--- config.mk ---
export PLATFORM = sky130hd
export DESIGN_NAME = spi_byte_pacer
export DESIGN_NICKNAME = d
export VERILOG_FILES = /design/src/rtl/spi_pacer_pkg.sv /design/src/rtl/byte_fifo.sv /design/src/rtl/spi_byte_pacer.sv
export SDC_FILE = /design/constraint.sdc
export NUM_CORES = 1
export LEC_CHECK = 0
export CELL_PAD_IN_SITES_DETAIL_PLACEMENT = 1
export CELL_PAD_IN_SITES_GLOBAL_PLACEMENT = 1
export CORE_ASPECT_RATIO = 1.25
export CORE_MARGIN = 2
export CORE_UTILIZATION = 50
export CTS_CLUSTER_SIZE = 16
export DETAILED_ROUTE_END_ITERATION = 10
export PLACE_DENSITY = 0.89
export SYNTH_ARGS = -nofsm -noshare
export SYNTH_HDL_FRONTEND = slang
export SYNTH_SLANG_ARGS = --single-unit
--- constraint.sdc ---
create_clock -name clk -period 3.4 [get_ports clk]
set_input_delay 0.68 -clock clk [delete_from_list [all_inputs] [get_ports clk]]
set_output_delay 0.68 -clock clk [all_outputs]
set_load 0.01 [all_outputs]
--- src/rtl/spi_pacer_pkg.sv ---
// Shared types and constants for the SPI byte pacer.
// The state encoding is fixed so that it reads the same in waveforms and debug logs.
package spi_pacer_pkg;

  typedef enum logic [1:0] {
    ST_IDLE  = 2'd0,
    ST_PULSE = 2'd1,
    ST_GAP   = 2'd2
  } pacer_state_e;

  // The downstream sender needs 18 cycles per byte plus some margin.
  localparam int LP_MIN_BYTE_PERIOD = 20;
  localparam int LP_SENT_CNT_WIDTH  = 16;
  localparam int LP_PCNT_WIDTH      = 8;

endpackage

--- src/rtl/byte_fifo.sv ---
// Show-ahead FIFO with registered pointers and flags and a synchronous flush.
// The head entry is visible on head_o whenever empty_o is low.
module byte_fifo #(
  parameter  int P_WIDTH = 8,
  parameter  int P_DEPTH = 16,
  localparam int LP_AW   = $clog2(P_DEPTH)
) (
  input  logic               clk,
  input  logic               rst_n,
  input  logic               clear_i,
  input  logic               push_i,
  input  logic [P_WIDTH-1:0] data_i,
  input  logic               pop_i,
  output logic [P_WIDTH-1:0] head_o,
  output logic               full_o,
  output logic               empty_o,
  output logic [LP_AW:0]     level_o
);

  localparam logic [LP_AW:0] LP_FULL = (LP_AW + 1)'(P_DEPTH);

  generate
    if (P_DEPTH < 2 || (1 << LP_AW) != P_DEPTH) begin : g_depth_check
      $error("byte_fifo: P_DEPTH must be a power of 2 and at least 2");
    end
  endgenerate

  logic [P_WIDTH-1:0] mem_q [P_DEPTH];
  logic [LP_AW-1:0]   wr_ptr_q, wr_ptr_d;
  logic [LP_AW-1:0]   rd_ptr_q, rd_ptr_d;
  logic [LP_AW:0]     count_q, count_d;
  logic               full_q, full_d;
  logic               empty_q, empty_d;

  // A flush wins over any push or pop issued in the same cycle.
  always_comb begin
    wr_ptr_d = wr_ptr_q;
    rd_ptr_d = rd_ptr_q;
    count_d  = count_q;
    if (clear_i) begin
      wr_ptr_d = '0;
      rd_ptr_d = '0;
      count_d  = '0;
    end else begin
      if (push_i) wr_ptr_d = wr_ptr_q + LP_AW'(1);
      if (pop_i)  rd_ptr_d = rd_ptr_q + LP_AW'(1);
      case ({push_i, pop_i})
        2'b10:   count_d = count_q + (LP_AW + 1)'(1);
        2'b01:   count_d = count_q - (LP_AW + 1)'(1);
        default: count_d = count_q;
      endcase
    end
    full_d  = (count_d == LP_FULL);
    empty_d = (count_d == '0);
  end

  always_ff @(posedge clk or negedge rst_n) begin
    if (!rst_n) begin
      wr_ptr_q <= '0;
      rd_ptr_q <= '0;
      count_q  <= '0;
      full_q   <= 1'b0;
      empty_q  <= 1'b1;
    end else begin
      wr_ptr_q <= wr_ptr_d;
      rd_ptr_q <= rd_ptr_d;
      count_q  <= count_d;
      full_q   <= full_d;
      empty_q  <= empty_d;
    end
  end

  always_ff @(posedge clk) begin
    if (push_i && !clear_i) mem_q[wr_ptr_q] <= data_i;
  end

  assign head_o  = mem_q[rd_ptr_q];
  assign full_o  = full_q;
  assign empty_o = empty_q;
  assign level_o = count_q;

endmodule

--- src/rtl/spi_byte_pacer.sv ---
// Buffers upstream bytes and replays them to the SPI byte sender as
// fixed-width valid pulses, one per byte period.
module spi_byte_pacer
  import spi_pacer_pkg::*;
#(
  parameter  int P_DATA_WIDTH   = 8,
  parameter  int P_FIFO_DEPTH   = 16,
  parameter  int P_PULSE_CYCLES = 2,
  parameter  int P_BYTE_PERIOD  = 24,
  localparam int LP_LEVEL_W     = $clog2(P_FIFO_DEPTH) + 1
) (
  input  logic                         clk,
  input  logic                         rst_n,
  input  logic [P_DATA_WIDTH-1:0]      s_data,
  input  logic                         s_valid,
  output logic                         s_ready,
  input  logic                         clear,
  output logic                         tx_valid,
  output logic [P_DATA_WIDTH-1:0]      tx_data,
  output logic                         busy,
  output logic [LP_LEVEL_W-1:0]        fifo_level,
  output logic [LP_SENT_CNT_WIDTH-1:0] sent_cnt
);

  localparam logic [LP_PCNT_WIDTH-1:0] LP_PULSE_LAST  = LP_PCNT_WIDTH'(P_PULSE_CYCLES - 1);
  localparam logic [LP_PCNT_WIDTH-1:0] LP_PERIOD_LAST = LP_PCNT_WIDTH'(P_BYTE_PERIOD - 1);

  generate
    if (P_BYTE_PERIOD < LP_MIN_BYTE_PERIOD) begin : g_period_check
      $error("spi_byte_pacer: P_BYTE_PERIOD must be at least 20");
    end
    if (P_BYTE_PERIOD > (1 << LP_PCNT_WIDTH)) begin : g_period_range_check
      $error("spi_byte_pacer: P_BYTE_PERIOD does not fit the period counter");
    end
    if (P_PULSE_CYCLES < 1) begin : g_pulse_min_check
      $error("spi_byte_pacer: P_PULSE_CYCLES must be at least 1");
    end
    if (P_PULSE_CYCLES > P_BYTE_PERIOD - 2) begin : g_pulse_max_check
      $error("spi_byte_pacer: P_PULSE_CYCLES must not exceed P_BYTE_PERIOD-2");
    end
    if (P_DATA_WIDTH != 8) begin : g_width_check
      $error("spi_byte_pacer: the downstream sender only supports 8-bit bytes");
    end
  endgenerate

  pacer_state_e                   state_q, state_d;
  logic [LP_PCNT_WIDTH-1:0]       pcnt_q, pcnt_d;
  logic                           tx_valid_q, tx_valid_d;
  logic [P_DATA_WIDTH-1:0]        tx_data_q, tx_data_d;
  logic [LP_SENT_CNT_WIDTH-1:0]   sent_cnt_q, sent_cnt_d;

  logic                           fifo_push;
  logic                           fifo_pop;
  logic                           fifo_full;
  logic                           fifo_empty;
  logic [P_DATA_WIDTH-1:0]        fifo_head;

  // Pop depends only on registered state, so s_ready never loops back through s_valid.
  assign fifo_pop  = (state_q == ST_IDLE) && !fifo_empty;
  assign s_ready   = !fifo_full || fifo_pop;
  assign fifo_push = s_valid && s_ready;

  byte_fifo #(
    .P_WIDTH (P_DATA_WIDTH),
    .P_DEPTH (P_FIFO_DEPTH)
  ) u_fifo (
    .clk     (clk),
    .rst_n   (rst_n),
    .clear_i (clear),
    .push_i  (fifo_push),
    .data_i  (s_data),
    .pop_i   (fifo_pop),
    .head_o  (fifo_head),
    .full_o  (fifo_full),
    .empty_o (fifo_empty),
    .level_o (fifo_level)
  );

  // The period counter runs across PULSE and GAP, so the edge spacing is one period plus the IDLE cycle.
  always_comb begin
    state_d    = state_q;
    pcnt_d     = pcnt_q;
    tx_valid_d = tx_valid_q;
    tx_data_d  = tx_data_q;
    sent_cnt_d = sent_cnt_q;
    case (state_q)
      ST_IDLE: begin
        if (!fifo_empty) begin
          tx_data_d  = fifo_head;
          tx_valid_d = 1'b1;
          pcnt_d     = '0;
          sent_cnt_d = sent_cnt_q + LP_SENT_CNT_WIDTH'(1);
          state_d    = ST_PULSE;
        end
      end
      ST_PULSE: begin
        pcnt_d = pcnt_q + LP_PCNT_WIDTH'(1);
        if (pcnt_q == LP_PULSE_LAST) begin
          tx_valid_d = 1'b0;
          state_d    = ST_GAP;
        end
      end
      ST_GAP: begin
        pcnt_d = pcnt_q + LP_PCNT_WIDTH'(1);
        if (pcnt_q == LP_PERIOD_LAST) begin
          pcnt_d  = '0;
          state_d = ST_IDLE;
        end
      end
      default: begin
        tx_valid_d = 1'b0;
        pcnt_d     = '0;
        state_d    = ST_IDLE;
      end
    endcase
  end

  always_ff @(posedge clk or negedge rst_n) begin
    if (!rst_n) begin
      state_q    <= ST_IDLE;
      pcnt_q     <= '0;
      tx_valid_q <= 1'b0;
      tx_data_q  <= '0;
      sent_cnt_q <= '0;
    end else begin
      state_q    <= state_d;
      pcnt_q     <= pcnt_d;
      tx_valid_q <= tx_valid_d;
      tx_data_q  <= tx_data_d;
      sent_cnt_q <= sent_cnt_d;
    end
  end

  assign tx_valid = tx_valid_q;
  assign tx_data  = tx_data_q;
  assign sent_cnt = sent_cnt_q;
  assign busy     = (state_q != ST_IDLE) || !fifo_empty;

endmodule

==> key figures <==
Drt
  • Number of DRC markers in iteration 0: 307
  • Drt pass-1 iters: 7
  • Vias post-DR: 4,281
  • Drt drc: 5
  • Routed length on met1: 6890 um
  • DR top layer: met4
  • Total length of routed wires: around 18,000 um
  • ANT nets after route: 0
  • DR WL met2: 9440 um
  • DR WL/cell: 24.4 um
  • Via density: 5.95
  • Met3 Wirelength: 719 um

Synth
  • Top-count cell post-synth: edfxtp_1
  • Ys async rst share: 28.1%
  • Top cells by count, synth: edfxtp_1 (128), dfrtp_1 (49), nor2_1 (43)
  • Synth cell types: 47
  • Post-synth top area share: around 52%
  • Net Count, Synth: 490
  • Mapped Area: 7430 um^2
  • YS warnings: 0
  • Top_reg_cell synth: edfxtp_1
  • Number of synthesized flops with an enable pin: 128
  • Post-synthesis sequential area ratio: 68.5%
  • Synthesized area per cell: 16.1 um^2
  • Synth area leader: edfxtp_1
  • Cells after Synth: 463
  • Synth area leaders: edfxtp_1 (52%), dfrtp_1 (16%), mux4_2 (9.7%), ha_1 (2.5%), mux2i_1 (2.4%)
  • Seq cells post-synth: 178

Final layout
  • N_diodes: 0
  • Final cell count without fillers: around 700
  • Final nets: 555
  • Area delta synth->final: 17.4%
  • Layout cells sized above 1: 17.4%

STA
  • Final hold slack: 0.472 ns
  • Final setup viols: 0
  • Hold Vio Cnt, Final: 0
  • Final setup skew: roughly 0.01 ns
  • RSZ-0062 raised after global routing: false
  • Crit path time final: between 3 and 4 ns
  • Count of pins over their slew limit: 0
  • Period utilization: 89.8%
  • Fmax: 327 MHz
  • Slew Limit Headroom: 24.0%
  • Fin Setup TNS: 0 ns
  • Worst Tran Pin Value: around 1.1 ns

Power
  • Total power: between 0.006 and 0.007 W
  • Pleak: between 3 and 4 nW
  • P per Cell Area: 703 nW/um^2
  • Peak VDD IR: around 0.52 mV

Clock tree
  • Clk root buf: clkbuf_16
  • Clock Pin Slew Worst Setup and Hold Paths: 0.07 ns
  • CTS tree: built
  • CTS resizes: 0
  • H-Tree Depth: 4
  • Number of CTS-inserted buffers: 17
  • Clock sink count: 178
  • Clk buf depth: 2
  • Worst-skew pair later-pin latency: 0.43 ns
  • Post-CTS Setup Repair Bufs: 0
  • Post-cts hold buffer count: 0

Floorplanning
  • Chip height: between 100 and 150 um
  • Row cnt: 49
  • Die Wd: 113 um
  • Die ar.: roughly 16,000 um^2
  • IO Pins: 44
  • Starting Density: 51.4%
  • Core region area: 14,500 um^2

Worst setup path
  • Critical path endpoint: u_fifo.full_o
  • Startpoint types: flop
  • Critical Path Sink Type: flop
  • R2R cell count: 13
  • R2r setup slk: 0.35 ns
  • CP Data Required Time: 3.72 ns
  • Setup crit start: state_q[0]
  • CP max FO: 14
  • Reg2Reg Launch Point: state_q[0]
  • Critical path class: reg -> reg
  • Crit path DAT: 3.37 ns
  • R2r endpoint: u_fifo.full_o

Status
  • Status: finished, violations left
  • Failing checks: design-rule violations

Hold path
  • Hold Crit Class: in -> async

Job
  • Max Cap Viol: 0

Placement
  • Post-DP HPWL: 11,700 um
  • PortBufs: 43
  • Placer's final routability congestion estimate: 0.877
  • Placed cells: 687

Global route
  • Global route overflow: 0
  • Initial antenna violation count: 0
  • Gr usage total: 24.0%
  • Vias in the first global route: ~4,900
  • Largest net degree at the start of global routing: slightly above 50
  • First-pass GRT wire length: 27,900 um
[cell families after synthesis]
| family | count (synthesis) | synth area share, % |
|---|---|---|
| AOI/OAI and AO/OA | 47 | 3.90 |
| DFF | 178 | 68.5 |
| adders and majority gates | 15 | 2.52 |
| xor gates and xnor gates | 29 | 3.42 |
| muxes | 52 | 12.4 |
| buffers and inverters | 30 | 2.00 |
| and+or+nand+nor | 112 | 7.19 |
[critical path: stages, from the launching register on]
cell and delay (ns):
dfrtp_1 0.40, inv_1 0.11, ha_1 0.24, nand2b_4 0.17, a21boi_2 0.21, inv_1 0.08
ha_1 0.30, xor2_1 0.21, ha_1 0.23, a21oi_1 0.16, mux2i_1 0.23, xor2_1 0.20
o21ai_0 0.17, nor4_1 0.25
[layer usage]
layer,vias to the layer above,GRT usage [%]
met5,-,0
met4,0,10.1
met3,39,5.15
met2,137,41.5
met1,2229,29.1
li1,1876,-
[cells in the final DEF (no fill, tap or decap), drive strengths merged, types with 4 or more instances in the layout]
cell type / n
ha: 15
inv: 20
nand3: 11
edfxtp: 128
nand4: 5
mux2i: 18
clkbuf: 18
xor2: 11
mux4: 32
nor2: 43
o21ai: 18
a21oi: 17
clkdlybuf4s50: 42
buf: 22
nor2b: 4
nand2: 26
dfrtp: 49
nor3: 4
xnor2: 18
[sequential cells by signal (all words and copies together), names as in the netlist]
register         count
pcnt_q               8
sent_cnt            16
state_q              2
tx_data              8
tx_valid             1
u_fifo.empty_o       1
u_fifo.full_o        1
u_fifo.level_o       5
u_fifo.mem_q       128
u_fifo.rd_ptr_q      4
u_fifo.wr_ptr_q      4
[power by group]
part	total, W	switching, W	internal (W)
sequential	0.00272	0.000231	0.00249
combinational	0.00146	0.000745	0.000719
clock	0.00195	0.000901	0.00105
total	0.00613	0.00188	0.00425
[worst min path at each step]
stage                    end    startpoint  slack (ns)  cells past startpoint
2_1_floorplan      pcnt_q[0]         rst_n        0.38                      0
3_3_place_gp    sent_cnt[15]  sent_cnt[15]        0.46                      1
3_5_place_dp    sent_cnt[15]  sent_cnt[15]        0.50                      1
4_1_cts         sent_cnt[15]  sent_cnt[15]        0.51                      1
5_1_grt         sent_cnt[15]  sent_cnt[15]        0.50                      1
6_report       u_fifo.full_o         rst_n        0.47                      1
[layout make-up]
| class | instances | area, um^2 |
|---|---|---|
| Timing Repair Buffer | 64 | 583 |
| Multi-Input combinational cell | 255 | 2190 |
| Tap cell | 178 | 223 |
| Clock inverter | 14 | 160 |
| Inverter | 12 | 45.0 |
| Clock buffer | 18 | 429 |
| Sequential cell | 178 | 5100 |
| Fill cell | 1325 | 5740 |
[per-stage QoR]
step / setup WS [ns] / utilization [%] / cell area, um^2
4_1_cts: 0.340 / 60.3 / 8730
2_1_floorplan: 0.630 / - / 7430
3_5_place_dp: 0.165 / 56.2 / 8140
6_report: 0.345 / 60.3 / 8730
3_3_place_gp: 0.329 / 56.2 / 8140
5_1_grt: 0.0456 / 60.3 / 8730
Power figures use the tool's default switching activity.
